## config.mk

```make
export PLATFORM = sky130hd
export DESIGN_NAME = uart_rx
export DESIGN_NICKNAME = d
export VERILOG_FILES = /design/src/rtl/uart_pkg.sv /design/src/rtl/uart_rx_bit_timer.sv /design/src/rtl/uart_rx.sv
export SDC_FILE = /design/constraint.sdc
export NUM_CORES = 1
export LEC_CHECK = 0
export CAP_MARGIN = 20
export CORE_ASPECT_RATIO = 1.2
export CORE_MARGIN = 4
export CORE_UTILIZATION = 46
export CTS_CLUSTER_SIZE = 40
export DETAILED_ROUTE_END_ITERATION = 8
export GPL_TIMING_DRIVEN = 0
export PLACE_DENSITY = 0.73
export RECOVER_POWER = 50
export SLEW_MARGIN = 20
export SYNTH_ARGS = -nofsm -noshare
export SYNTH_HDL_FRONTEND = slang
export SYNTH_SLANG_ARGS = --single-unit
```

## constraint.sdc

```tcl
create_clock -name clock -period 2.33 [get_ports clock]
set_input_delay 0.233 -clock clock [delete_from_list [all_inputs] [get_ports clock]]
set_output_delay 0.233 -clock clock [all_outputs]
set_load 0.05 [all_outputs]
```

## src/rtl/uart_pkg.sv

```systemverilog
// Shared UART definitions: receiver state encoding and bit-timing derivation,
// used by both the receiver and the transmitter.
package uart_pkg;

  typedef enum logic [2:0] {
    IDLE      = 3'd0,
    START     = 3'd1,
    DATA      = 3'd2,
    STOP      = 3'd3,
    WAIT_IDLE = 3'd4
  } uartRxState_t;

  function automatic int unsigned clocksPerBit(input int unsigned clockFrequency,
                                               input int unsigned baudRate);
    return clockFrequency / baudRate;
  endfunction

  function automatic int unsigned halfBit(input int unsigned clockFrequency,
                                          input int unsigned baudRate);
    return clocksPerBit(clockFrequency, baudRate) / 2;
  endfunction

endpackage

```

## src/rtl/uart_rx_bit_timer.sv

```systemverilog
// Free-running bit-period counter with synchronous clear; strobes at the
// half-bit and full-bit points measured from the last clear.
module uart_rx_bit_timer #(
  parameter int unsigned ClocksPerBit = 104,
  parameter int unsigned HalfBit      = 52
) (
  input  logic clock,
  input  logic reset,
  input  logic clear,
  output logic halfDone,
  output logic bitDone
);

  localparam int unsigned CountWidth = (ClocksPerBit > 1) ? $clog2(ClocksPerBit) : 1;
  localparam logic [CountWidth-1:0] HalfLast = CountWidth'(HalfBit - 1);
  localparam logic [CountWidth-1:0] BitLast  = CountWidth'(ClocksPerBit - 1);

  logic [CountWidth-1:0] count;

  always_ff @(posedge clock) begin
    if (reset || clear) begin
      count <= '0;
    end else begin
      count <= count + CountWidth'(1);
    end
  end

  assign halfDone = (count == HalfLast);
  assign bitDone  = (count == BitLast);

endmodule

```

## src/rtl/uart_rx.sv

```systemverilog
// UART receiver: 2-flop synchronizer, start-bit qualification at half bit,
// centre sampling of data and stop bits, break handling via WAIT_IDLE.
module uart_rx
  import uart_pkg::*;
#(
  parameter int unsigned ClockFrequency = 1000000,
  parameter int unsigned BaudRate       = 9600,
  parameter int unsigned NrOfDataBits   = 8
) (
  input  logic                    clock,
  input  logic                    reset,
  input  logic                    rx,
  output logic [NrOfDataBits-1:0] dataBits,
  output logic                    dataValid,
  output logic                    frameError,
  output logic                    busy
);

  localparam int unsigned ClocksPerBit  = clocksPerBit(ClockFrequency, BaudRate);
  localparam int unsigned HalfBit       = halfBit(ClockFrequency, BaudRate);
  localparam int unsigned BitCountWidth = $clog2(NrOfDataBits + 1);
  localparam logic [BitCountWidth-1:0] LastBit = BitCountWidth'(NrOfDataBits - 1);

  uartRxState_t            state, stateNext;
  logic                    rxMeta, rxSync;
  logic [BitCountWidth-1:0] bitCount, bitCountNext;
  logic [NrOfDataBits-1:0] shiftReg, shiftNext;
  logic                    clearTimer, halfDone, bitDone;
  logic                    validNext, errorNext, loadData;

  uart_rx_bit_timer #(
    .ClocksPerBit(ClocksPerBit),
    .HalfBit     (HalfBit)
  ) bitTimer (
    .clock   (clock),
    .reset   (reset),
    .clear   (clearTimer),
    .halfDone(halfDone),
    .bitDone (bitDone)
  );

  always_ff @(posedge clock) begin
    if (reset) begin
      rxMeta <= 1'b1;
      rxSync <= 1'b1;
    end else begin
      rxMeta <= rx;
      rxSync <= rxMeta;
    end
  end

  always_comb begin
    stateNext    = state;
    bitCountNext = bitCount;
    shiftNext    = shiftReg;
    clearTimer   = 1'b0;
    validNext    = 1'b0;
    errorNext    = 1'b0;
    loadData     = 1'b0;
    case (state)
      IDLE: begin
        // Timer held cleared so the half-bit count starts at the detected edge.
        clearTimer = 1'b1;
        if (!rxSync) begin
          stateNext    = START;
          bitCountNext = '0;
        end
      end
      START: begin
        if (halfDone) begin
          clearTimer = 1'b1;
          stateNext  = rxSync ? IDLE : DATA;
        end
      end
      DATA: begin
        if (bitDone) begin
          clearTimer   = 1'b1;
          shiftNext    = {rxSync, shiftReg[NrOfDataBits-1:1]};
          bitCountNext = bitCount + BitCountWidth'(1);
          if (bitCount == LastBit) stateNext = STOP;
        end
      end
      STOP: begin
        if (bitDone) begin
          clearTimer = 1'b1;
          if (rxSync) begin
            loadData  = 1'b1;
            validNext = 1'b1;
            stateNext = IDLE;
          end else begin
            errorNext = 1'b1;
            stateNext = WAIT_IDLE;
          end
        end
      end
      WAIT_IDLE: begin
        clearTimer = 1'b1;
        if (rxSync) stateNext = IDLE;
      end
      default: stateNext = IDLE;
    endcase
  end

  always_ff @(posedge clock) begin
    if (reset) begin
      state      <= IDLE;
      bitCount   <= '0;
      shiftReg   <= '0;
      dataBits   <= '0;
      dataValid  <= 1'b0;
      frameError <= 1'b0;
    end else begin
      state      <= stateNext;
      bitCount   <= bitCountNext;
      shiftReg   <= shiftNext;
      dataValid  <= validNext;
      frameError <= errorNext;
      if (loadData) dataBits <= shiftReg;
    end
  end

  assign busy = (state != IDLE);

endmodule

```

# Yosys cells after proc, flatten, opt, wreduce, memory -nomap -nowiden
# Index checks and enable logic that the tools add are counted.
dict set report totals {
  register_bits 34
  latch_bits 0
  ramBits 0
  mem_bits_ro 0
  inputBits 3
  out_inout_bits 11
  n_memories 0
}
dict set report op_classes {
  addsub 2
  n_mul 0
  div_mod_pow 0
  order_cmp 0
  n_eq_ne 13
  n_shift 0
  muxes 19
  bitwise 2
  n_reduce_logical 10
}
# cell n
set ops {}
lappend ops {{$mux 3} 7}
lappend ops {{$pmux 3 s5} 1}
lappend ops {{$ne 2x2->1 const B} 5}
lappend ops {{$mux 4} 2}
lappend ops {{$pmux 4 s2} 1}
lappend ops {{$add 7x1->7 const B} 1}
lappend ops {{$eq 7x6->1 const B} 1}
lappend ops {{$eq 7x7->1 const B} 1}
lappend ops {{$eq 3x2->1 const B} 2}
lappend ops {{$mux 1} 6}
lappend ops {{$reduce_and 6->1} 1}
lappend ops {{$add 4x1->4 const B} 1}
lappend ops {{$eq 4x3->1 const B} 1}
lappend ops {{$reduce_or 2->1} 2}
lappend ops {{$eq 3x1->1 const B} 1}
lappend ops {{$eq 3x3->1 const B} 1}
lappend ops {{$logic_not 3->1} 1}
lappend ops {{$pmux 1 s3} 1}
lappend ops {{$reduce_and 3->1} 1}
lappend ops {{$reduce_bool 3->1} 1}
lappend ops {{$reduce_or 3->1} 1}
lappend ops {{$mux 2} 1}
lappend ops {{$ne 2x1->1 const B} 1}
lappend ops {{$not 1->1} 2}
lappend ops {{3 further kinds} 3}

# Longest topological paths before layout
# Gate-level depths: netlist of the first run.
dict set report depth {
  ltp_word 4
  depth_mapped 7
  mapped_depth_nobuf 5
}

# Cells and area by module
# From an unflattened synthesis of the first run, not the netlist that was laid out.
dict set report hier_totals {
  hier_cells 160
  hier_area_um2 1442.6
}
# mod instances cells_each area_per_inst_um2
set by_module_without_submodules {}
lappend by_module_without_submodules {uart_rx 1 127 1151.1}
lappend by_module_without_submodules {uart_rx_bit_timer 1 33 291.5}

# Worst setup path before layout of the first run
# OpenSTA, ideal clock, no wires.
dict set report synth_timing {
  path_kind {register -> register}
  start {register bitTimer.count[0]}
  end {register bitCount[3]}
  t_arrival_ns 1.612
  setup_slack_ns 0.644
  stages_incl_launch_ff 7
  n_path_buf 1
  path_cell_list {dfxtp_1 -> ha_1 -> and4b_1 -> buf_6 -> nand3_4 -> or4_1 -> a31oi_1}
}
dict set report synth_via {
  elab_chain_cells 3
}
# item line_no
set synth_lines {}
lappend synth_lines {{start, declared} uart_rx_bit_timer.sv:18} ;# logic [CountWidth-1:0] count;
lappend synth_lines {{start signal, assigned} uart_rx_bit_timer.sv:24} ;# count <= count + CountWidth'(1);
lappend synth_lines {{$eq 7x7->1} uart_rx_bit_timer.sv:29} ;# assign bitDone = (count == BitLast);
lappend synth_lines {{$ne 2x2->1 (no line)} -}
lappend synth_lines {{$reduce_and 3->1 (no line)} -}
lappend synth_lines {{end signal, assigned} uart_rx.sv:114} ;# bitCount <= bitCountNext;
lappend synth_lines {{end, declared} uart_rx.sv:26} ;# logic [BitCountWidth-1:0] bitCount, bitCountNext;
# Every way passes these cells.
# A chain may end at the register's enable or synchronous reset.

# Worst setup path in the final report of the first run
dict set report layout_timing {
  start {register state[1]}
  end {output port busy}
}
dict set report layout_via {
  elab_chain_cells 1
}
# item line_no
set layout_lines {}
lappend layout_lines {{start, declared} uart_rx.sv:24} ;# uartRxState_t state, stateNext;
lappend layout_lines {{start signal, assigned} uart_rx.sv:113} ;# state <= stateNext;
lappend layout_lines {{$reduce_bool 3->1} uart_rx.sv:122} ;# assign busy = (state != IDLE);
lappend layout_lines {{end, declared} uart_rx.sv:16} ;# output logic busy
# Every way passes these cells.

==> results.md, run 1 <==
- Counting instances, the worst hold path has a depth of 1.
- In the final timing run, aggregate negative setup slack is 0 ns.
- When the netlist entered floorplanning its net count stood at ~150.
- In this run the static leakage power is 0.7513 nW.
- The final hold slack is roughly 0.42 ns.
- The Yosys step of the flow raised 0 warnings.
- Along the worst path, the maximum fanout reaches 10.
- The detailed-route vias per instance is 5.373.
- The power spent charging and discharging nets is around 210 uW.
- After detailed routing, the average wire length per cell comes to around 12 um.
- STA puts the critical path data arrival time at a little under 2 ns.
- Cell internal power was estimated by the tool at about 700 uW.
- The ratio of cells with drive above 1 in the final layout is 8.929%.
- The cell sitting at the root of the clock tree is a clkbuf_4.
- The initial antenna violation count is 0.
- The final wirelength is 2.542 mm.
- TritonCTS built the clock tree.
- The y dimension of the die is a little under 70 um.
- For the pin with the worst max-slew slack, the measured transition is slightly above 0.6 ns.
- The initialized floorplan defines 22 standard-cell rows.
- The endpoint of the worst hold path is rxSync.
- The power after layout is 913.5 uW.
- The endpoint of the lowest-slack register-to-register path is dataBits[0].
- The run finished with clean final reports.
- Timing analysis after detailed placement gives a worst setup slack of 0.5165 ns.
- For this run, asynchronously set or reset flops after synthesis account for 0%.
- Counting every instance in the synthesized netlist gives about 150.
- The via count of the first global-routing pass is roughly 1100.
- For this design the ratio of total power to cell area is around 550 mW/mm^2.
- The critical path goes through buf_6 -> or3_1 -> clkdlybuf4s50_1.
- CTS built an H-tree with a depth of 2.
- The tool flagged a number of max-cap violations equal to 0.
- The count of antenna-violating nets left after detailed routing is 0.
- The number of violations reported at the end of detailed-routing iteration 0 is 43.
- Of the total power, combinational logic draws approximately 3.6%.
- The worst setup path is launched from a flop.
- On the critical path, the stage with the largest delay is an instance of clkdlybuf4s50_1.
- Dividing the final minimum period by the clock period gives between 90% and 100%.
- The worst slew slack as a fraction of its limit is roughly three fifths.
- Detailed placement finished with a half-perimeter wire length of ~1.8 mm.
- The number of enable flip-flop cells after synthesis is 0.
- The max-slew violation total from the final report is 0.
- The classification of the worst-slack hold path is flop to flop.
- The layout overhead on the synthesized area is 14.15%.
- For this configuration, the core starts out at a cell density of about 47%.
- Across the routed clock network, the largest skew measured is ~0.014 ns.
- In this run, CTS created clock tree buffers numbering 5.
- Setup repair after global routing left no endpoint under its margin.
- The peak clock frequency supported by timing is ~0.46 GHz.
- The worst path needs 2.173 ns of the cycle, external delays included.
- Entering global routing, the biggest net connects 11 pins.
- The clock slew at the register clock pins of the worst setup and hold paths is ~0.09 ns.
- The type of destination of the critical path is an output port.
- The count of cells in the finished layout, fillers not included, comes to between 200 and 250.
- The via count of the routed design is about 1100.
- The number of detailed-routing iterations run before antenna repair is 4.
- The portion of total power attributed to the clock network is around a third.
- The first global-routing pass estimated approximately 4.5 mm of wire.
- The horizontal extent of the die is just under 60 um.
- Setup violations remaining at the end of the flow were counted as 0.
- After synthesis the netlist holds a flip-flop and latch count of 34.
- Among all flip-flop cells after synthesis, the most frequent one is dfxtp_1.
- Counting cells, the worst reg-to-reg path comes to 7.
- Buffers inserted to repair hold after CTS numbered 0.
- Clock latency on the worst-skew pair, taken at its later pin, is approximately 0.33 ns.
- The final-report hold violation count was 0.
- The number of cells in the design after placement is 197.
- The smallest setup slack after layout is ~0.16 ns.
- After synthesis the cells add up to ~0.0015 sq mm.
- Data on the critical path is required at its endpoint by ~2.1 ns.
- The worst register-to-register path has a setup slack of 0.24 ns.
- The maximum root-to-sink buffer count is 2.
- In this run the critical register-to-register path is launched from bitTimer.count[0].
- The start-to-end type of the worst setup path is flop to output port.
- The boundary pin count is 14.
- VDD sags by at most 0.4105 mV.
- The largest single stage delay on the critical path is around 0.71 ns.
- At the end of routability-driven placement, the weighted congestion stood at around 0.87.
- The average cell area after synthesis is just under 10 sq um.
- The global router's overall resource usage is about 14%.
- After clock tree synthesis, the setup repair step added 0 buffers.
- For this run, the post-layout net count is roughly 170.
- The total overflow left after global routing is 0.
- The sink count of the clock tree is 34.
- The DRC violation count after routing is 0.
- Yosys mapped the design onto 44 distinct sky130hd cell types.
- The critical hold path startpoint is rxMeta.
- The floorplan step defined a die boundary enclosing 0.004119 sq mm.
- Of the total power, the share spent switching nets is between 20% and 30%.
- Per report_power, the sequential group accounts for 64.3% of the total.
- Sequential elements use a little under half of the synthesized area.
- The number of gates resized after CTS was 0.
- After floorplanning, the core was sized to cover 0.003055 sq mm.
- The count of buffers added on input and output ports is 13.
- The number of antenna cells inserted is 0.
stage by stage:
step / cell area [sq um] / util, %
finish: 1655 / 54.18
global route: 1655 / 54.18
CTS: 1673 / 54.75
detailed placement: 1625 / 53.19
global placement: 1625 / 53.19
floorplan: 1450 / -
logic make-up (layout without fill, tap and decap cells):
family                   count (synthesis)  in the layout  synth area share (%)
AO/OA/AOI/OAI                           20             20                 9.233
XOR/XNOR                                 5              5                 3.020
adder cells (fa/ha/maj)                  2              2                 1.725
buffers and inverters                   10             30                 5.348
flip-flops                              34             34                 46.94
multiplexers                            16             16                 11.04
AND/OR/NAND/NOR                         61             61                 22.69
layout by cell type (no fill, tap or decap), types with 2 or more instances in the layout:
| cell | Yosys | final |
|---|---|---|
| or2_2 | 2 | 2 |
| dfxtp_1 | 34 | 34 |
| ha_1 | 2 | 2 |
| o21ai_0 | 6 | 6 |
| a21oi_1 | 2 | 2 |
| clkdlybuf4s50_1 | 0 | 2 |
| clkbuf_4 | 0 | 5 |
| a31oi_1 | 2 | 2 |
| xor2_1 | 3 | 3 |
| nand4_1 | 2 | 2 |
| mux2i_1 | 16 | 16 |
| xnor2_1 | 2 | 2 |
| nand2b_1 | 4 | 4 |
| clkinv_2 | 0 | 2 |
| inv_1 | 3 | 3 |
| dlygate4sd3_1 | 0 | 11 |
| or3_1 | 2 | 2 |
| clkbuf_1 | 1 | 4 |
| buf_6 | 4 | 2 |
| nand3_1 | 4 | 4 |
| nor2_1 | 29 | 29 |
| nand2_1 | 4 | 4 |
per-layer routing:
metal	GRT usage (%)	wire (um)	vias up	share of wire, %
li1	-	-	559	-
met1	16.24	1091	516	43
met2	22.48	1277	16	50
met3	5.400	116	5	4.6
met4	6.549	57	0	2.2
met5	0	0	-	0
state kept, by name, summed over array words and instances (netlist names):
| register | flops |
|---|---|
| bitCount | 4 |
| bitTimer.count | 7 |
| dataBits | 8 |
| dataValid | 1 |
| frameError | 1 |
| rxMeta | 1 |
| rxSync | 1 |
| shiftReg | 8 |
| state | 3 |
power groups by stage:
stage / Combinational, mW / Sequential [mW] / Clock (mW)
6_report: 0.0331 / 0.588 / 0.293
5_1_grt: 0.0376 / 0.589 / 0.332
4_1_cts: 0.0355 / 0.588 / 0.307
3_5_place_dp: 0.0353 / 0.601 / 0
3_3_place_gp: 0.0344 / 0.601 / 0
2_1_floorplan: 0.0244 / 0.600 / 0
worst max-delay path, delay by kind of cell (launching register included):
kind,cells,cell delay [ns]
buf+inv,2,0.88
flops,1,0.39
simple gates,1,0.34
worst max path at each step:
stage	startpoint	end	slack [ns]
2_1_floorplan	bitTimer.count[0]	bitCount[3]	0.64
3_3_place_gp	state[1]	busy	0.50
3_5_place_dp	bitTimer.count[0]	bitCount[3]	0.52
4_1_cts	state[1]	busy	0.13
5_1_grt	bitTimer.count[0]	dataBits[2]	0.06
6_report	state[1]	busy	0.16
synth_stat cells (2+ instances only):
cell,number,share of area (%)
ha_1,2,1.7
mux2i_1,16,11
a31oi_1,2,0.86
nand4_1,2,0.86
inv_1,3,0.78
nand3_1,4,1.4
buf_6,4,3.1
nand2_1,4,1.0
nor2_1,29,7.5
or2_2,2,0.86
xor2_1,3,1.8
a21oi_1,2,0.69
xnor2_1,2,1.2
dfxtp_1,34,47
or3_1,2,0.86
o21ai_0,6,2.1
nand2b_1,4,1.7
final cells by class:
class	instances	area, sq um
Tap cell	36	45.04
Multi-Input combinational cell	104	690.7
Timing Repair Buffer	13	130.1
Clock buffer	5	37.54
Inverter	3	11.26
Fill cell	286	1400
Clock inverter	2	10.01
Sequential cell	34	680.7
Buffer	7	50.05
Power figures use the tool's default switching activity.
==> run 2, diff against run 1 <==
- CAP_MARGIN: 20 -> 10
- CTS_CLUSTER_DIAMETER: not set -> 120
- SETUP_SLACK_MARGIN: not set -> 0.02
==> results of run 2 <==
The final DEF is identical to that of run 1; final timing and power are the same.
==> run 3, diff against run 2 <==
- CAP_MARGIN: 10 -> not set
- PLACE_DENSITY: 0.73 -> 0.62
==> run 3 against run 2 <==
  * Sequential power hardly changed
  * Wire length increased by 0.98%
  * Setup slack worse by 0.011 ns
  * First-iteration DRC count is 33% higher
  * Largest cell class unchanged
==> results.md, run 3 (synthesized netlist as in run 1, its figures left out) <==
- The tightest min-delay check is of the flop to flop type.
- The clock passes through at most 2 buffers.
- CTS placed an instance of clkbuf_4 at the clock tree root.
- The clock tree synthesis step divided the H-tree into 2 levels.
- The max-slew violation total from the final report is 0.
- The start-to-end type of the worst setup path is flop to output port.
- The global placer's final weighted congestion is 0.7824.
- After layout, the minimum clock period comes to about 2.2 ns.
- The die outline area is 0.004119 sq mm.
- STA classifies the critical path endpoint as an output port.
- Headroom to the max-slew limit came out at just under 60%.
- At the placement stage, the worst setup path has a slack of between 0.5 and 0.6 ns.
- The clock net in this run drives a total of 34 sinks.
- The estimated wirelength of the detail-placed design is 1.849 mm.
- After clock tree synthesis, the clock-pin slew on the worst setup and hold paths is around 0.10 ns.
- The number of buffers added for setup after CTS is 0.
- Internal power comes to approximately 700 uW.
- The via count of the first global-routing pass is between 1000 and 1500.
- The largest clock skew in the final design is 0.005440 ns.
- The count of max-cap constraint violations is 0.
- Data on the critical path arrives at its endpoint at about 2 ns.
- TritonCTS built the clock tree.
- The portion of total power attributed to the clock network is between 30 and 40%.
- The final global-route overflow total is 0.
- The layout overhead on the synthesized area is 13.55%.
- Combinational logic burns under 10% of the power.
- After filler insertion, the fill cell instance count of the layout stands at ~300.
- The maximum fanout along the worst path is 10.
- For this block, the via count after detailed routing is around 1100.
- During placement, the flow inserted port buffers numbering 13.
- The worst path meets setup with 0.1463 ns of slack.
- The largest net degree at the start of global routing is 11.
- At the worst endpoint, the required time is between 2 and 2.5 ns.
- The number of antenna diodes in the final layout is 0.
- The detailed-route vias per instance is ~5.3.
- Once the clock tree was built, the resizer swapped 0 gates to a different size.
- After detailed routing, the average wire length per cell comes to 12.58 um.
- The most common cell after layout, fill and taps aside is dfxtp_1.
- Once placement finished, the instance area stood at 0.001625 sq mm.
- The number of hold buffers added after CTS was 0.
- The initial antenna violation count is 0.
- The global router's overall resource usage is about 14%.
- The number of endpoints failing setup at the final stage is 0.
- In the final design database the tool counted between 150 and 200 nets.
- The first global-routing pass estimated 4.533 mm of wire.
- The flow ran to the end, and the final reports show no timing, DRC or antenna violations.
- The floorplan step set the die height to 69.51 um.
- For the final routed database, the setup TNS stands at 0 ns.
- In this run the power density over the cells is 554.9 mW/mm^2.
- The static leakage is between 0.7 and 0.8 nW.
- The initial utilization of the core area, before any placement, comes to approximately 47%.
- For this block, the initial DRC count from the detailed router was 57.
- In this run the power spent charging and discharging nets is ~210 uW.
- The sequential share of power is 64.3%.
- The core area is about 0.003 sq mm.
- The top cell types in the final layout, fill and taps aside, are 34 x dfxtp_1, 29 x nor2_1, 16 x mux2i_1.
- The critical path goes through buf_6 -> or3_1 -> clkdlybuf4s50_1.
- The final design area excluding fillers is around 0.0016 sq mm.
- The register-to-register path setup slack is roughly 0.24 ns.
- The first TritonRoute pass finished after 4 iterations.
- The count of antenna-violating nets left after detailed routing is 0.
- In this run the core area contains 22 standard-cell rows.
- Of the cells placed in the final design, the portion with a size suffix greater than 1 is between 8 and 9%.
- The CTS buffer count is 5.
- The kind of cell adding the most delay to the critical path is buffers and inverters.
- The largest registers in the layout are dataBits (8), shiftReg (8), bitTimer.count (7).
- The peak clock frequency supported by timing is between 0.4 and 0.5 GHz.
- The count of buffer and inverter cells on the critical path is 2.
- For this block, the routed nets add up to around 2.6 mm of wire.
- The final-report hold violation count is 0.
- The highest ir drop seen on vdd is 0.3187 mV.
- The boundary pin count is 14.
- For the pin with the worst max-slew slack, the measured transition is 0.6235 ns.
- The peak per-stage delay on the critical path is 0.71 ns.
- Dividing the final minimum period by the clock period gives roughly 94%.
- Setup repair after global routing left no endpoint under its margin.
- The horizontal extent of the die is just under 60 um.
- After detailed routing, the number of remaining DRC violations is 0.
- The switching portion of total power is between 20% and 30%.
- The worst setup path is launched from a flop.
- The clock insertion delay at the later pin of the skew report is 0.33 ns.
- The cell at the slowest stage of the critical path is clkdlybuf4s50_1.
[run 3: cell types whose count changed in the layout (fill, tap and decap cells not counted), sizes merged]
cell	delta
clkbuf	+1
dlymetal6s2s	-1
[run 3: power by group through the flow]
stage          clock network (mW)  logic (mW)  registers [mW]
6_report                    0.294      0.0321           0.588
5_1_grt                     0.333      0.0363           0.589
4_1_cts                     0.310      0.0357           0.588
3_5_place_dp                    0      0.0355           0.601
3_3_place_gp                    0      0.0352           0.601
2_1_floorplan                   0      0.0244           0.600
[run 3: worst register-to-register path: cells and delay by family, from the launching register on]
kind	cells	cell delay (ns)
adder cells (fa/ha/maj)	1	0.26
multiplexers	1	0.26
flip-flops	1	0.34
AND/OR/NAND/NOR	3	0.41
buffers and inverters	2	0.71
[run 3: area by class of cell]
cell class | instances | area, sq um | share of cell area, %
Multi-Input combinational cell | 104 | 690.7 | 41.95
Sequential cell | 34 | 680.7 | 41.34
Timing Repair Buffer | 13 | 130.1 | 7.903
Tap cell | 36 | 45.04 | 2.736
Buffer | 7 | 41.29 | 2.508
Clock buffer | 5 | 37.54 | 2.280
Inverter | 3 | 11.26 | 0.6839
Clock inverter | 2 | 10.01 | 0.6079
[run 3: stage by stage]
step	std cells	utilization (%)	hold WS [ns]	power [mW]
floorplan	148	-	0.3368	0.6246
global placement	197	53.19	0.4022	0.6365
detailed placement	197	53.19	0.4037	0.6368
CTS	204	54.75	0.4263	0.9335
global route	204	53.89	0.4333	0.9586
finish	204	53.89	0.4212	0.9137
[run 3: path summary, 6_finish.rpt]
| check | depth (start not counted) | start | endpoint |
|---|---|---|---|
| worst min-delay path | 1 | rxMeta | rxSync |
| worst min register to register | 1 | rxMeta | rxSync |
| worst max-delay path | 3 | state[1] | busy |
| worst max register to register | 7 | bitTimer.count[0] | dataBits[0] |
[run 3: routing by layer]
metal / GRT usage (%) / share of wire [%]
met1: 17.40 / 46
met2: 22.36 / 47
met3: 3.352 / 4.4
met4: 7.557 / 2.1
met5: 0 / 0
